[config.mk]
export PLATFORM = sky130hd
export DESIGN_NAME = ks_mp_adder
export DESIGN_NICKNAME = d
export VERILOG_FILES = /design/src/rtl/ks_pkg.sv /design/src/rtl/kogg_stone.sv /design/src/rtl/ks_carry_add16.sv /design/src/rtl/ks_mp_adder.sv
export SDC_FILE = /design/constraint.sdc
export NUM_CORES = 1
export LEC_CHECK = 0
export CORE_ASPECT_RATIO = 0.7
export CORE_MARGIN = 4
export CORE_UTILIZATION = 50
export CTS_BUF_LIST = sky130_fd_sc_hd__clkbuf_8
export DETAILED_ROUTE_END_ITERATION = 8
export PLACE_DENSITY = 0.84
export SLEW_MARGIN = 20
export SYNTH_ARGS = -nofsm -noshare
export SYNTH_HDL_FRONTEND = slang
export SYNTH_HIERARCHICAL = 1
export SYNTH_SLANG_ARGS = --single-unit
[constraint.sdc]
create_clock -name clk -period 2.2 [get_ports clk]
set_input_delay 0.44 -clock clk [delete_from_list [all_inputs] [get_ports clk]]
set_output_delay 0.44 -clock clk [all_outputs]
set_load 0.005 [all_outputs]
[src/rtl/ks_pkg.sv]
// Shared constants, FSM state type and sizing helper for the multi-precision
// Kogge-Stone adder family.
package ks_pkg;

   localparam int KS_W = 16;

   typedef enum logic [0:0] {
      S_FIRST = 1'b0,
      S_MID   = 1'b1
   } ks_state_e;

   // Narrowest word-index counter that can address every word of an operand.
   function automatic int ks_idx_w(input int words);
      int w;
      w = 1;
      while ((1 << w) < words) begin
         w = w + 1;
      end
      return w;
   endfunction

endpackage

[src/rtl/kogg_stone.sv]
// 16-bit Kogge-Stone parallel-prefix adder, no carry in or out.
module kogg_stone
   import ks_pkg::*;
(
   input  logic [KS_W-1:0] a,
   input  logic [KS_W-1:0] b,
   output logic [KS_W-1:0] sum
);

   logic [KS_W-1:0] g0_s, p0_s, g1_s, p1_s, g2_s, p2_s, g3_s, p3_s, g4_s, p4_s;

   // Each level combines spans of distance 1,2,4,8; shifted-in g=0/p=1 are neutral.
   assign g0_s = a & b;
   assign p0_s = a ^ b;
   assign g1_s = g0_s | (p0_s & {g0_s[KS_W-2:0], 1'b0});
   assign p1_s = p0_s & {p0_s[KS_W-2:0], 1'b1};
   assign g2_s = g1_s | (p1_s & {g1_s[KS_W-3:0], 2'b00});
   assign p2_s = p1_s & {p1_s[KS_W-3:0], 2'b11};
   assign g3_s = g2_s | (p2_s & {g2_s[KS_W-5:0], 4'h0});
   assign p3_s = p2_s & {p2_s[KS_W-5:0], 4'hF};
   assign g4_s = g3_s | (p3_s & {g3_s[KS_W-9:0], 8'h00});
   assign p4_s = p3_s & {p3_s[KS_W-9:0], 8'hFF};

   assign sum = p0_s ^ {g4_s[KS_W-2:0], 1'b0};

endmodule

[src/rtl/ks_carry_add16.sv]
// 16-bit add with carry in and carry out, built from two carry-less
// Kogge-Stone adders.
module ks_carry_add16
   import ks_pkg::*;
(
   input  logic [KS_W-1:0] a,
   input  logic [KS_W-1:0] b,
   input  logic            cin,
   output logic [KS_W-1:0] sum,
   output logic            cout
);

   logic [KS_W-1:0] s1_s;
   logic            c1_s;
   logic            c2_s;

   kogg_stone u_add_ab (
      .a   (a),
      .b   (b),
      .sum (s1_s)
   );

   kogg_stone u_add_cin (
      .a   (s1_s),
      .b   ({{(KS_W-1){1'b0}}, cin}),
      .sum (sum)
   );

   // A wrapped first add and a cin ripple through 0xFFFF are mutually exclusive.
   assign c1_s = (s1_s < a);
   assign c2_s = cin & (s1_s == {KS_W{1'b1}});
   assign cout = c1_s | c2_s;

endmodule

[src/rtl/ks_mp_adder.sv]
// Streaming multi-precision adder: one 16-bit word pair in, one registered
// sum word out, LSW first, with inter-word carry held in a register.
module ks_mp_adder
   import ks_pkg::*;
#(
   parameter int WORDS = 4,
   parameter int IDX_W = 8
) (
   input  logic            clk,
   input  logic            rst,
   input  logic            clear,
   input  logic            in_valid,
   output logic            in_ready,
   input  logic [KS_W-1:0] a_word,
   input  logic [KS_W-1:0] b_word,
   output logic            out_valid,
   input  logic            out_ready,
   output logic [KS_W-1:0] sum_word,
   output logic            out_first,
   output logic            out_last,
   output logic            carry_out
);

   localparam logic [IDX_W-1:0] LAST_IDX = IDX_W'(WORDS - 1);
   localparam logic [IDX_W-1:0] IDX_ONE  = IDX_W'(1);

   ks_state_e       state_q, state_d;
   logic [IDX_W-1:0] idx_q, idx_d;
   logic            carry_q, carry_d;
   logic            out_valid_q, out_valid_d;
   logic [KS_W-1:0] sum_q, sum_d;
   logic            first_q, first_d;
   logic            last_q, last_d;
   logic            cout_q, cout_d;

   logic            accept_s;
   logic            cin_s;
   logic [KS_W-1:0] word_sum_s;
   logic            word_carry_s;

   assign in_ready = !out_valid_q || out_ready;
   assign accept_s = in_valid && in_ready && !clear;
   assign cin_s    = (state_q == S_FIRST) ? 1'b0 : carry_q;

   ks_carry_add16 u_word_add (
      .a    (a_word),
      .b    (b_word),
      .cin  (cin_s),
      .sum  (word_sum_s),
      .cout (word_carry_s)
   );

   // Next-state: clear beats accept; accept reloads the output register.
   always_comb begin
      state_d     = state_q;
      idx_d       = idx_q;
      carry_d     = carry_q;
      out_valid_d = out_valid_q;
      sum_d       = sum_q;
      first_d     = first_q;
      last_d      = last_q;
      cout_d      = cout_q;
      if (clear) begin
         state_d     = S_FIRST;
         idx_d       = {IDX_W{1'b0}};
         carry_d     = 1'b0;
         out_valid_d = 1'b0;
         sum_d       = {KS_W{1'b0}};
         first_d     = 1'b0;
         last_d      = 1'b0;
         cout_d      = 1'b0;
      end else if (accept_s) begin
         out_valid_d = 1'b1;
         sum_d       = word_sum_s;
         first_d     = (idx_q == {IDX_W{1'b0}});
         last_d      = 1'b0;
         cout_d      = 1'b0;
         case (state_q)
            S_FIRST: begin
               if (WORDS == 1) begin
                  last_d = 1'b1;
                  cout_d = word_carry_s;
               end else begin
                  carry_d = word_carry_s;
                  idx_d   = IDX_ONE;
                  state_d = S_MID;
               end
            end
            S_MID: begin
               if (idx_q == LAST_IDX) begin
                  last_d  = 1'b1;
                  cout_d  = word_carry_s;
                  carry_d = 1'b0;
                  idx_d   = {IDX_W{1'b0}};
                  state_d = S_FIRST;
               end else begin
                  carry_d = word_carry_s;
                  idx_d   = idx_q + IDX_ONE;
               end
            end
            default: begin
               state_d = S_FIRST;
               idx_d   = {IDX_W{1'b0}};
               carry_d = 1'b0;
            end
         endcase
      end else if (out_ready) begin
         out_valid_d = 1'b0;
      end else begin
         out_valid_d = out_valid_q;
      end
   end

   // State, carry and output registers.
   always_ff @(posedge clk or posedge rst) begin
      if (rst) begin
         state_q     <= S_FIRST;
         idx_q       <= {IDX_W{1'b0}};
         carry_q     <= 1'b0;
         out_valid_q <= 1'b0;
         sum_q       <= {KS_W{1'b0}};
         first_q     <= 1'b0;
         last_q      <= 1'b0;
         cout_q      <= 1'b0;
      end else begin
         state_q     <= state_d;
         idx_q       <= idx_d;
         carry_q     <= carry_d;
         out_valid_q <= out_valid_d;
         sum_q       <= sum_d;
         first_q     <= first_d;
         last_q      <= last_d;
         cout_q      <= cout_d;
      end
   end

   assign out_valid = out_valid_q;
   assign sum_word  = sum_q;
   assign out_first = first_q;
   assign out_last  = last_q;
   assign carry_out = cout_q;

endmodule
==> results of run 1 <==
[synth_stat cells, types with 4 or more instances]
master	instances	share of area [%]
a21oi_1	28	4.4
a22o_1	19	5.3
nand2_1	19	2.3
nand3_1	6	0.95
nor3_1	4	0.63
clkbuf_1	4	0.47
xor2_1	14	3.9
a21o_1	11	2.6
inv_1	29	3.4
o21a_1	6	1.4
nand4_1	7	1.4
xnor2_1	18	5.0
ha_1	48	19
a21oi_2	4	1.1
dfrtp_1	30	24
nor2_1	7	0.83
nor4_1	6	1.2
o21ai_0	11	1.7
o211ai_1	4	0.95
[timing repair]
action,4_1_cts
pin swaps,67
endpoints found under the setup margin,16
setup buffers,23
resized for setup,109
[per-stage QoR]
stage	std cells	worst slack [ns]
floorplan	352	-0.875
global placement	562	-1.42
detailed placement	562	-1.60
CTS	591	-0.883
[routing by layer]
metal	global-route usage, %	overflow
met1	64.3	0
met2	83.8	15
met3	46.8	0
met4	63.1	16
met5	16.7	0
[logic make-up after synthesis]
logic type | share of synthesized area, %
multiplexers | 0.632
buffers and inverters | 4.62
flip-flops | 23.7
adder cells (fa/ha/maj) | 20.2
AND/OR/NAND/NOR | 12.8
XOR/XNOR | 8.85
AO/OA/AOI/OAI | 29.0
other | 0.118
==> qor.csv, run 1 <==
metric;value;unit
post_dp_hpwl;7430;um
toolErrorMsg;[ERROR GRT-0232] Routing congestion too high. Check the congestion heatmap in the GUI.;
run_status;aborted with a tool error;
synthesis.area;3170;um^2
track_usage;64.4;%
hold_buffers;0;
worstEpCategory;register data pin;
register_bit_count_reported_by_yosys;30;
yosys_warnings;6;
ctsRootBufferMaster;clkbuf_8;
die_height;74.6;um
start_util;53.4;%
num_rows;23;
clkSinkCount;30;
die_w;103;um
finalWeightedCongestion;0.929;
largest_net_degree_at_the_start_of_global_routing;31;
synth.lib_cells_used.distinct;55;
worstEndpointGrtRepair;carry_out$_DFFE_PP0P_/D;
synth_cells;337;
clockBufferDepth;2;
synthesis.area_per_instance;9.39;um^2
port_buffers;57;
ys_dominant_reg_cell;dfrtp_1;
postSynth.asyncResetShare;100;%
cts-htree-levels;2;
cts_buffers;5;
haltStage;global routing;
i_o_pin_cnt;58;
number_of_flops_mapped_to_enable_cells_by_yosys;0;
synth.yosys.seq_area_share;23.7;%
globalRoute.totalOverflow;31;
detailed_place.area;4580;um^2
==> inputs of run 2 (changes only) <==
--- a/config.mk
+++ b/config.mk
@@ -5,12 +5,10 @@
 export SDC_FILE = /design/constraint.sdc
 export NUM_CORES = 1
 export LEC_CHECK = 0
-export CORE_ASPECT_RATIO = 0.7
 export CORE_MARGIN = 4
-export CORE_UTILIZATION = 50
-export CTS_BUF_LIST = sky130_fd_sc_hd__clkbuf_8
+export CORE_UTILIZATION = 40
 export DETAILED_ROUTE_END_ITERATION = 8
-export PLACE_DENSITY = 0.84
+export PLACE_DENSITY_LB_ADDON = 0.15
 export SLEW_MARGIN = 20
 export SYNTH_ARGS = -nofsm -noshare
 export SYNTH_HDL_FRONTEND = slang
==> constraint.sdc (replaced) <==
create_clock -name clk -period 2.9 [get_ports clk]
set_input_delay 0.58 -clock clk [delete_from_list [all_inputs] [get_ports clk]]
set_output_delay 0.58 -clock clk [all_outputs]
set_load 0.005 [all_outputs]
==> qor.csv, run 2 <==
metric;value;unit;change
run_status;finished, violations left;;was aborted with a tool error
failing_checks;setup timing;;
most-common-layout-cells;92 x buf_4, 31 x ha_1, 30 x dfrtp_1;;
fraction_of_layout_cells_with_a_size_suffix_above_1;38.5;%;
timing_limited_maximum_frequency;310;MHz;
cell_type_contributing_the_most_total_cell_area_after_synthesis;dfrtp_1;;unchanged
largest_net_degree_at_the_start_of_global_routing;31;;
post_dp_hpwl;6660;um;was 7430 um
routed_wire_length_per_instance;14.4;um;
detailed_routing_iterations_pass_1;5;;
r2r-start;carry_q$_DFFE_PP0P_;;
crit_required;3.08;ns;
finClkSkew;0.00870;ns;
drt.antenna.violating_nets;0;;
finalSetupTns;-1.61;ns;
drt_drc_violations_left;0;;
fin_crit_sh;111;%;
port_buffers;57;;unchanged
clk_latency;0.28;ns;
die_w;97.0;um;was 103 um
finalWeightedCongestion;0.814;;was 0.929
ys_top_cells_by_count;48 x ha_1, 30 x dfrtp_1, 29 x inv_1;;unchanged
synthDominantCellAreaShare;23.7;%;unchanged
critPathArrivalTime;3.40;ns;
via_per_inst;5.26;;
drtIter0Drc;105;;
power.switching_fraction;37.1;%;
synthesis.area;3170;um^2;unchanged
synth_cells;337;;unchanged
worst_hold_endpoint;out_first$_DFFE_PP0P_;;
clockBufferDepth;2;;unchanged
critical_path_class;primary input to flop;;
post_synth_mux_area_share;0.632;%;unchanged
ys_dominant_reg_cell;dfrtp_1;;unchanged
grt_setup_unrepaired;true;;
tritoncts;done;;
synthesis.area_per_instance;9.39;um^2;unchanged
timing_hold_violations_final;0;;
detailed_route_wl;8790;um;
period_minus_slack;3.22;ns;
number_of_antenna_violations_at_the_first_check_in_global_routing;0;;
p_int;1.47;mW;
maxCapViolCount;0;;
final_util;67.4;%;
placement_setup_slack;-0.962;ns;was -1.60 ns
yosys.area_share.xor_xnor;8.85;%;unchanged
layout_commonest_cell;buf_4;;
synth_top_family_by_area;compound AO/OA/AOI/OAI gates;;unchanged
count_of_vias_placed_by_the_detailed_router;3214;;
final_net_count;595;;
cts-htree-levels;2;;unchanged
setup.worst_path.end_class;flop;;
reg2reg_setup_slack;0.48;ns;
clkSinkCount;30;;unchanged
cp-start-kind;primary input;;
synth.yosys.seq_area_share;23.7;%;unchanged
synth-adder-area-share;20.2;%;unchanged
i_o_pin_cnt;58;;unchanged
fp.coreArea;7730;um^2;
pwr-share-clk;15.1;%;
detailed_place.area;4520;um^2;was 4580 um^2
power.share.sequential;21.2;%;
regToRegEndpoint;sum_word[14]$_DFFE_PP0P_;;
register_bit_count_reported_by_yosys;30;;unchanged
start_util;41.0;%;was 53.4%
track_usage;18.3;%;
switchingPower;0.871;mW;
report.power.total;2.35;mW;
synth_simple_gate_area_share;12.8;%;unchanged
p_leak;2.41;nW;
reg2regPathDepth;8;;
peakVddDrop;0.000168;V;
die_height;97.0;um;was 74.6 um
postLayoutSetupSlackWorst;-0.322;ns;
yosys_warnings;6;;unchanged
cts_buffers;5;;unchanged
synth.lib_cells_used.distinct;55;;unchanged
crit_fanout;3;;
slew-limit-headroom;66.8;%;
synth_most_common_cell;ha_1;;unchanged
synthesized_area_fraction_occupied_by_ao_oa_aoi_and_oai_cells;29.0;%;unchanged
worst_hold_path_cell_count;1;;
ys_top_cells_by_area;dfrtp_1 24%, ha_1 19%, a22o_1 5.3%, xnor2_1 5.0%, a21oi_1 4.4%;;unchanged
clock_input_transition_at_the_sequential_cells_of_the_worst_setup_and_hold_paths;0.07;ns;
number_of_max_slew_violations_in_the_final_report;0;;
num_rows;32;;was 23
ctsRootBufferMaster;clkbuf_8;;unchanged
min_from;out_first$_DFFE_PP0P_;;
largest_reg_flops;16;;
combinationalPowerShare;63.7;%;
die_area;9400;um^2;
power_density;450;nW/um^2;
hold_class;flop to flop;;
globalRoute.totalOverflow;0;;
postSynth.asyncResetShare;100;%;unchanged
number_of_flops_mapped_to_enable_cells_by_yosys;0;;unchanged
first_global_vias;3224;;
number_of_antenna_repair_diodes;0;;
final_cell_area;5210;um^2;
report.final.setup_viol;8;;
global_route_wire_length_before_repair;14800;um;
synthToLayoutAreaGrowth;64.6;%;
worstMarginPinSlew;0.493;ns;
## run 2: cell counts after synthesis
Identical to the previous run, type by type.
## run 2: final cells by class
cell class                      count  area [um^2]
Clock buffer                        7         86.3
Timing Repair Buffer              155         1280
Inverter                           29          111
Sequential cell                    30          751
Clock inverter                      1         5.00
Tap cell                          102          128
Fill cell                         597         2520
Multi-Input combinational cell    287         2850
## run 2: what timing repair did
action	4_1_cts	5_1_grt
resized for setup	91	40
endpoints found under the setup margin	13	11
gates cloned	0	0
endpoints found under the hold margin	0	0
setup buffers	12	11
pin swaps	46	40
hold buffers	0	0
## run 2: worst max-delay path, stage by stage
cell	delay (ns)
buf_8	0.10
ha_4	0.15
fa_2	0.38
a21oi_4	0.18
o221ai_4	0.13
a31oi_4	0.25
o31ai_2	0.09
xor2_1	0.26
ha_1	0.24
nand4_2	0.11
a2111oi_2	0.34
a221o_1	0.21
a21oi_2	0.06
xnor2_1	0.12
a22o_1	0.17
## run 2: kinds of logic after synthesis
| group | Yosys count |
|---|---|
| AO/OA/AOI/OAI | 118 |
| XOR/XNOR | 32 |
| adder cells (fa/ha/maj) | 50 |
| buffers and inverters | 35 |
| flip-flops | 30 |
| multiplexers | 2 |
| other | 1 |
| AND/OR/NAND/NOR | 69 |
## run 2: power groups by stage
stage / logic [mW] / clock network [mW] / registers [mW]
after CTS: 1.35 / 0.362 / 0.499
after global routing: 1.63 / 0.381 / 0.505
final: 1.49 / 0.353 / 0.498
after global placement: 1.20 / 0 / 0.505
after detailed placement: 1.22 / 0 / 0.506
after floorplan: 0.713 / 0 / 0.505
## run 2: routing by layer
metal	vias to the layer above	GRT usage (%)	part of all wire (%)
li1	1602	-	-
met1	1544	22.1	43
met2	61	33.8	52
met3	7	2.96	4.0
met4	0	4.32	0.92
met5	-	0	0
## run 2: per-stage QoR
step	hold WS (ns)	instances
final	0.503	611
after global routing	0.517	611
after CTS	0.511	600
after detailed placement	0.495	581
after global placement	0.486	581
after floorplan	0.465	352
## run 2: worst max-delay path by stage
stage               startpoint                       end  slack (ns)  cells after the start
floorplan            a_word[0]  sum_word[15]$_DFFE_PP0P_       -0.32                     14
global placement     a_word[0]       carry_q$_DFFE_PP0P_       -0.88                     14
detailed placement   a_word[0]       carry_q$_DFFE_PP0P_       -0.96                     14
CTS                  a_word[0]       carry_q$_DFFE_PP0P_       -0.25                     14
global route         a_word[0]       carry_q$_DFFE_PP0P_       -0.47                     15
finish               a_word[0]  sum_word[15]$_DFFE_PP0P_       -0.32                     15
(Power assumes the default switching activity.)
==> inputs of run 3 (changes only) <==
--- a/config.mk
+++ b/config.mk
@@ -8,6 +8,7 @@
 export CORE_MARGIN = 4
 export CORE_UTILIZATION = 40
 export DETAILED_ROUTE_END_ITERATION = 8
+export GPL_TIMING_DRIVEN = 0
 export PLACE_DENSITY_LB_ADDON = 0.15
 export SLEW_MARGIN = 20
 export SYNTH_ARGS = -nofsm -noshare
==> constraint.sdc (replaced) <==
create_clock -name clk -period 3.5 [get_ports clk]
set_input_delay 0.7 -clock clk [delete_from_list [all_inputs] [get_ports clk]]
set_output_delay 0.7 -clock clk [all_outputs]
set_load 0.005 [all_outputs]
==> qor.csv, run 3 (same netlist as run 2, synthesis figures left out) <==
metric;value;unit;change
cp-start-kind;primary input;;unchanged
slew-limit-headroom;59.6;%;was 66.8%
critical_path_class;primary input to flop;;unchanged
worst_hold_path_cell_count;2;;was 1
path_common_cell;nor4_2;;
power_density;364;nW/um^2;was 450 nW/um^2
post_dp_hpwl;6080;um;was 6660 um
ctsRootBufferMaster;clkbuf_8;;unchanged
count_of_vias_placed_by_the_detailed_router;2959;;was 3,214
bufs_and_invs_on_worst_path;1;;unchanged
number_of_antenna_violations_at_the_first_check_in_global_routing;0;;unchanged
peakVddDrop;0.000122;V;was 0.000168 V
clock_input_transition_at_the_sequential_cells_of_the_worst_setup_and_hold_paths;0.06;ns;was 0.07 ns
routed_wire_length_per_instance;15.1;um;was 14.4 um
placement_setup_slack;-0.832;ns;was -0.962 ns
setup.worst_path.end_class;flop;;unchanged
finalWeightedCongestion;0.819;;was 0.814
clkSinkCount;30;;unchanged
hold_class;flop to flop;;unchanged
num_rows;32;;unchanged
port_buffers;57;;unchanged
run_status;completed;;was finished, violations left
crit_required;3.66;ns;was 3.08 ns
timing_limited_maximum_frequency;291;MHz;
most-common-layout-cells;31 x ha_1, 30 x dfrtp_1, 30 x buf_4;;was 92 x buf_4, 31 x ha_1, 30 x dfrtp_1
finalSetupTns;0;ns;was -1.61 ns
clk_latency;0.28;ns;about the same
cts_buffers;5;;unchanged
synthToLayoutAreaGrowth;45.4;%;was 64.6%
drt.antenna.violating_nets;0;;unchanged
fraction_of_layout_cells_with_a_size_suffix_above_1;27.5;%;was 38.5%
grt_setup_unrepaired;true;;unchanged
i_o_pin_cnt;58;;unchanged
global_route_wire_length_before_repair;13600;um;was 14,800 um
final.hold.worst_slack;0.495;ns;was 0.503 ns
timing_hold_violations_final;0;;unchanged
number_of_antenna_repair_diodes;0;;unchanged
cp.depth;13;;was 15
critPathArrivalTime;3.59;ns;was 3.40 ns
final_util;59.6;%;was 67.4%
report.power.total;1.67;mW;was 2.35 mW
tritoncts;done;;unchanged
final_net_count;533;;was 595
reg2regPathDepth;9;;was 8
track_usage;17.1;%;was 18.3%
die_w;97.0;um;unchanged
detailed_route_wl;8270;um;was 8790 um
critPathMaxStageDelay;0.38;ns;about the same
crit_fanout;4;;was 3
first_global_vias;3007;;was 3,224
finClkSkew;0.0121;ns;was 0.00870 ns
postLayoutSetupSlackWorst;0.0672;ns;was -0.322 ns
cp_top_family;compound AO/OA/AOI/OAI gates;;unchanged
clockBufferDepth;2;;unchanged
via_per_inst;5.39;;was 5.26
die_height;97.0;um;unchanged
report.final.setup_viol;0;;was 8
largest_net_degree_at_the_start_of_global_routing;31;;unchanged
drt_drc_violations_left;0;;unchanged
slowest_stage_cell_on_the_critical_path;nor4_2;;was fa_2
p_leak;2.05;nW;was 2.41 nW
cts-htree-levels;2;;unchanged
drtIter0Drc;85;;was 105
fillerInstances;662;;was 597
maxCapViolCount;0;;unchanged
period_minus_slack;3.43;ns;
fp.coreArea;7730;um^2;unchanged
detailed_routing_iterations_pass_1;4;;was 5
worstMarginPinSlew;0.605;ns;was 0.493 ns
die_area;9400;um^2;unchanged
number_of_max_slew_violations_in_the_final_report;0;;unchanged
start_util;41.0;%;unchanged
hold_buffers;0;;unchanged
timing.critical_path.cells;clkdlybuf4s15_1 > ha_4 > a211oi_2 > o211ai_1 > a221o_1 > a21oi_2 > xnor2_2 > ha_1 > nand4_1 > nor4_2 > nor4_2 > a41o_1 > a22o_1;;was buf_8 > ha_4 > fa_2 > a21oi_4 > o221ai_4 > a31oi_4 > o31ai_2 > xor2_1 > ha_1 > nand4_2 > a2111oi_2 > a221o_1 > a21oi_2 > xnor2_1 > a22o_1
fin_crit_sh;98.1;%;
largest_reg_flops;16;;unchanged
layout_commonest_cell;ha_1;;was buf_4
globalRoute.totalOverflow;0;;unchanged
## run 3: cell types whose count changed in the layout (fill, tap and decap cells not counted), moves of 3 or more
cell             delta
dlygate4sd2_1       -8
ha_2                +3
clkbuf_2            +3
o21ai_2             -4
buf_6               -6
buf_4              -62
xnor2_1             +3
a21oi_1             +4
ha_4                -3
clkdlybuf4s15_1     +5
o21ai_0             +5
xnor2_2             -3
a21oi_2             -4
clkbuf_1            +4
## run 3: layer usage
| layer | GRT usage, % | share of wire (%) | routed length, um |
|---|---|---|---|
| met5 | 0 | 0 | 0 |
| met4 | 4.54 | 1.1 | 91 |
| met3 | 1.95 | 3.1 | 256 |
| met2 | 33.3 | 53 | 4410 |
| met1 | 19.4 | 42 | 3510 |
## run 3: power by group
group / internal, mW / switching, mW
Clock: 0.158 / 0.126
Sequential: 0.388 / 0.0303
Combinational: 0.487 / 0.486
## run 3: area by class of cell
class	instances	area (um^2)	area share (%)
Buffer	6	37.5	0.816
Clock buffer	7	86.3	1.88
Clock inverter	1	5.00	0.109
Inverter	29	109	2.37
Multi-Input combinational cell	287	2750	59.7
Sequential cell	30	751	16.3
Tap cell	102	128	2.77
Timing Repair Buffer	87	741	16.1
## run 3: tightest hold or removal path: stages, from the launching register on
cell and delay [ns]:
dfrtp_1 0.35, nand2_1 0.05, nand2_1 0.06
## run 3: what timing repair did
| action | 4_1_cts | 5_1_grt |
|---|---|---|
| endpoints found under the setup margin | 10 | 6 |
| pin swaps | 38 | 38 |
| gates resized for setup | 93 | 40 |
| buffers inserted | 20 | 10 |
## run 3: path summary, 6_finish.rpt
kind                                       startpoint  slack, ns                  endpoint
min in group asynchronous                         rst       0.81  sum_word[11]$_DFFE_PP0P_
worst max-delay path                        b_word[2]       0.07       carry_q$_DFFE_PP0P_
worst min-delay path            carry_out$_DFFE_PP0P_       0.50     carry_out$_DFFE_PP0P_
worst max register to register    state_q$_DFFE_PP0P_       0.85  sum_word[10]$_DFFE_PP0P_
max in group asynchronous                         rst       2.28   sum_word[4]$_DFFE_PP0P_
worst min register to register  carry_out$_DFFE_PP0P_       0.50     carry_out$_DFFE_PP0P_
## run 3: per-stage QoR
step,instances,area (um^2)
after CTS,539,4480
after global routing,549,4600
after global placement,511,3930
after floorplan,352,3230
after detailed placement,511,3930
final,549,4600
==> inputs of run 4 (changes only) <==
--- a/config.mk
+++ b/config.mk
@@ -5,6 +5,7 @@
 export SDC_FILE = /design/constraint.sdc
 export NUM_CORES = 1
 export LEC_CHECK = 0
+export CORE_ASPECT_RATIO = 1.1
 export CORE_MARGIN = 4
 export CORE_UTILIZATION = 40
 export DETAILED_ROUTE_END_ITERATION = 8
==> qor.csv, run 4 (same netlist as run 2, synthesis figures left out) <==
metric;value;unit;change
most-common-layout-cells;43 x buf_4, 31 x ha_1, 30 x dfrtp_1;;was 31 x ha_1, 30 x dfrtp_1, 30 x buf_4
cp-start-kind;primary input;;unchanged
via_per_inst;5.43;;was 5.39
num_rows;33;;was 32
drt.antenna.violating_nets;0;;unchanged
path_common_cell;nor4_2;;unchanged
seq_area;751;um^2;unchanged
routed.top_layer;met4;;unchanged
grt_setup_unrepaired;true;;unchanged
slew-limit-headroom;57.7;%;was 59.6%
largest_net_degree_at_the_start_of_global_routing;31;;unchanged
die_area;9400;um^2;about the same
final.hold.worst_slack;0.470;ns;was 0.495 ns
period_minus_slack;3.50;ns;was 3.43 ns
met2RoutedLength;4940;um;was 4410 um
detailed_routing_iterations_pass_1;4;;unchanged
fillerInstances;648;;was 662
number_of_max_slew_violations_in_the_final_report;0;;unchanged
start_util;41.7;%;was 41.0%
routed_wire_length_per_instance;16.2;um;was 15.1 um
synthToLayoutAreaGrowth;53.8;%;was 45.4%
critPathArrivalTime;3.67;ns;was 3.59 ns
final_util;64.1;%;was 59.6%
globalRoute.totalOverflow;0;;unchanged
cts-htree-levels;2;;unchanged
crit_fanout;3;;was 4
die_w;92.8;um;was 97.0 um
critical_path_class;primary input to flop;;unchanged
placement_setup_slack;-0.714;ns;was -0.832 ns
crit_required;3.67;ns;was 3.66 ns
maxCapViolCount;0;;unchanged
clkSinkCount;30;;unchanged
clock_input_transition_at_the_sequential_cells_of_the_worst_setup_and_hold_paths;0.07;ns;was 0.06 ns
power_density;367;nW/um^2;was 364 nW/um^2
report.final.setup_viol;0;;unchanged
p_leak;2.27;nW;was 2.05 nW
number_of_antenna_repair_diodes;0;;unchanged
hold_class;flop to flop;;unchanged
finClkSkew;0.00517;ns;was 0.0121 ns
timing.critical_path.cells;dlygate4sd2_1 > ha_4 > clkinvlp_4 > buf_4 > a2111oi_4 > a221o_1 > a21oi_2 > xnor2_2 > ha_1 > nand4_1 > nor4_2 > nor4_2 > a41o_1 > a22o_1;;was clkdlybuf4s15_1 > ha_4 > a211oi_2 > o211ai_1 > a221o_1 > a21oi_2 > xnor2_2 > ha_1 > nand4_1 > nor4_2 > nor4_2 > a41o_1 > a22o_1
finalNonFillerCells;566;;was 549
clk_latency;0.28;ns;about the same
drt_drc_violations_left;0;;unchanged
timing_limited_maximum_frequency;286;MHz;was 291 MHz
drtIter0Drc;91;;was 85
area_of_the_multi_input_gates;2800;um^2;was 2750 um^2
die_height;101;um;was 97.0 um
final_net_count;547;;was 533
critPathMaxStageDelay;0.35;ns;was 0.38 ns
timing_hold_violations_final;0;;unchanged
global_route_wire_length_before_repair;13600;um;about the same
run_status;completed;;unchanged
first_global_vias;2974;;was 3,007
track_usage;17.6;%;was 17.1%
final_cell_area;4870;um^2;was 4600 um^2
fraction_of_layout_cells_with_a_size_suffix_above_1;28.4;%;was 27.5%
setup.worst_path.end_class;flop;;unchanged
largest_reg_flops;16;;unchanged
met3WireLength;281;um;was 256 um
worstMarginPinSlew;0.633;ns;was 0.605 ns
detailed_place.area;3930;um^2;about the same
fp.coreArea;7600;um^2;was 7730 um^2
cts_buffers;5;;unchanged
peakVddDrop;0.000135;V;was 0.000122 V
fin_crit_sh;99.9;%;was 98.1%
drt-met1-wl;3720;um;was 3510 um
port_buffers;57;;unchanged
ctsRootBufferMaster;clkbuf_8;;unchanged
finalWeightedCongestion;0.912;;was 0.819
report.power.total;1.79;mW;was 1.67 mW
detailed_route_wl;9160;um;was 8270 um
number_of_antenna_violations_at_the_first_check_in_global_routing;0;;unchanged
numPlacedInstances;514;;was 511
i_o_pin_cnt;58;;unchanged
tritoncts;done;;unchanged
slowest_stage_cell_on_the_critical_path;nor4_2;;unchanged
finalSetupTns;0;ns;unchanged
layout_commonest_cell;buf_4;;was ha_1
count_of_vias_placed_by_the_detailed_router;3074;;was 2,959
post_dp_hpwl;6150;um;was 6080 um
clockBufferDepth;2;;unchanged
postLayoutSetupSlackWorst;0.00311;ns;was 0.0672 ns
-- run 4: changes by cell type in the layout (fill, tap and decap cells not counted), moves of 3 or more --
| cell | before | now |
|---|---|---|
| dlymetal6s2s_1 | 0 | 17 |
| buf_4 | 30 | 43 |
| clkbuf_2 | 9 | 2 |
| clkdlybuf4s15_1 | 7 | 3 |
| dlygate4sd2_1 | 8 | 4 |
| o21ai_2 | 3 | 6 |
-- run 4: per-layer routing --
metal	track usage, %	vias to the layer above
li1	-	1504
met3	1.93	17
met1	20.9	1477
met5	0	-
met2	32.6	76
met4	6.43	0
-- run 4: power breakdown --
part           switching, mW  leakage (nW)  total [mW]  internal (mW)
Sequential            0.0283         0.404       0.416          0.387
Combinational          0.530          1.81        1.08          0.549
Clock                  0.136        0.0472       0.293          0.158
Total                  0.694          2.27        1.79           1.09
-- run 4: timing repair --
item                                   in CTS  in global routing
buffers inserted                           18                 26
hold buffers                                0                  0
pin swaps                                  45                 48
setup endpoints to repair                   9                  8
resized for setup                          56                 58
endpoints found under the hold margin       0                  0
-- run 4: cell type report --
type,count,area share [%]
Clock inverter,2,0.257
Buffer,6,0.771
Multi-Input combinational cell,287,57.6
Tap cell,105,2.70
Inverter,29,2.31
Clock buffer,6,1.70
Sequential cell,30,15.4
Timing Repair Buffer,101,19.3
-- run 4: path summary, 6_finish.rpt --
path / start / endpoint / slack [ns] / cells past startpoint
hold / removal: carry_out$_DFFE_PP0P_ / carry_out$_DFFE_PP0P_ / 0.47 / 2
max in group asynchronous: rst / idx_q[4]$_DFFE_PP0P_ / 2.26 / 2
setup reg to reg: state_q$_DFFE_PP0P_ / sum_word[10]$_DFFE_PP0P_ / 0.81 / 9
setup / recovery: a_word[5] / carry_q$_DFFE_PP0P_ / 0.003 / 14
hold reg to reg: carry_out$_DFFE_PP0P_ / carry_out$_DFFE_PP0P_ / 0.47 / 2
min in group asynchronous: rst / sum_word[12]$_DFFE_PP0P_ / 0.82 / 2
-- run 4: critical path: cells and delay by family --
family | cells | cell delay (ns)
AO/OA/AOI/OAI | 5 | 1.03
XOR/XNOR | 1 | 0.15
adder cells (fa/ha/maj) | 2 | 0.62
buffers and inverters | 3 | 0.56
AND/OR/NAND/NOR | 3 | 0.61
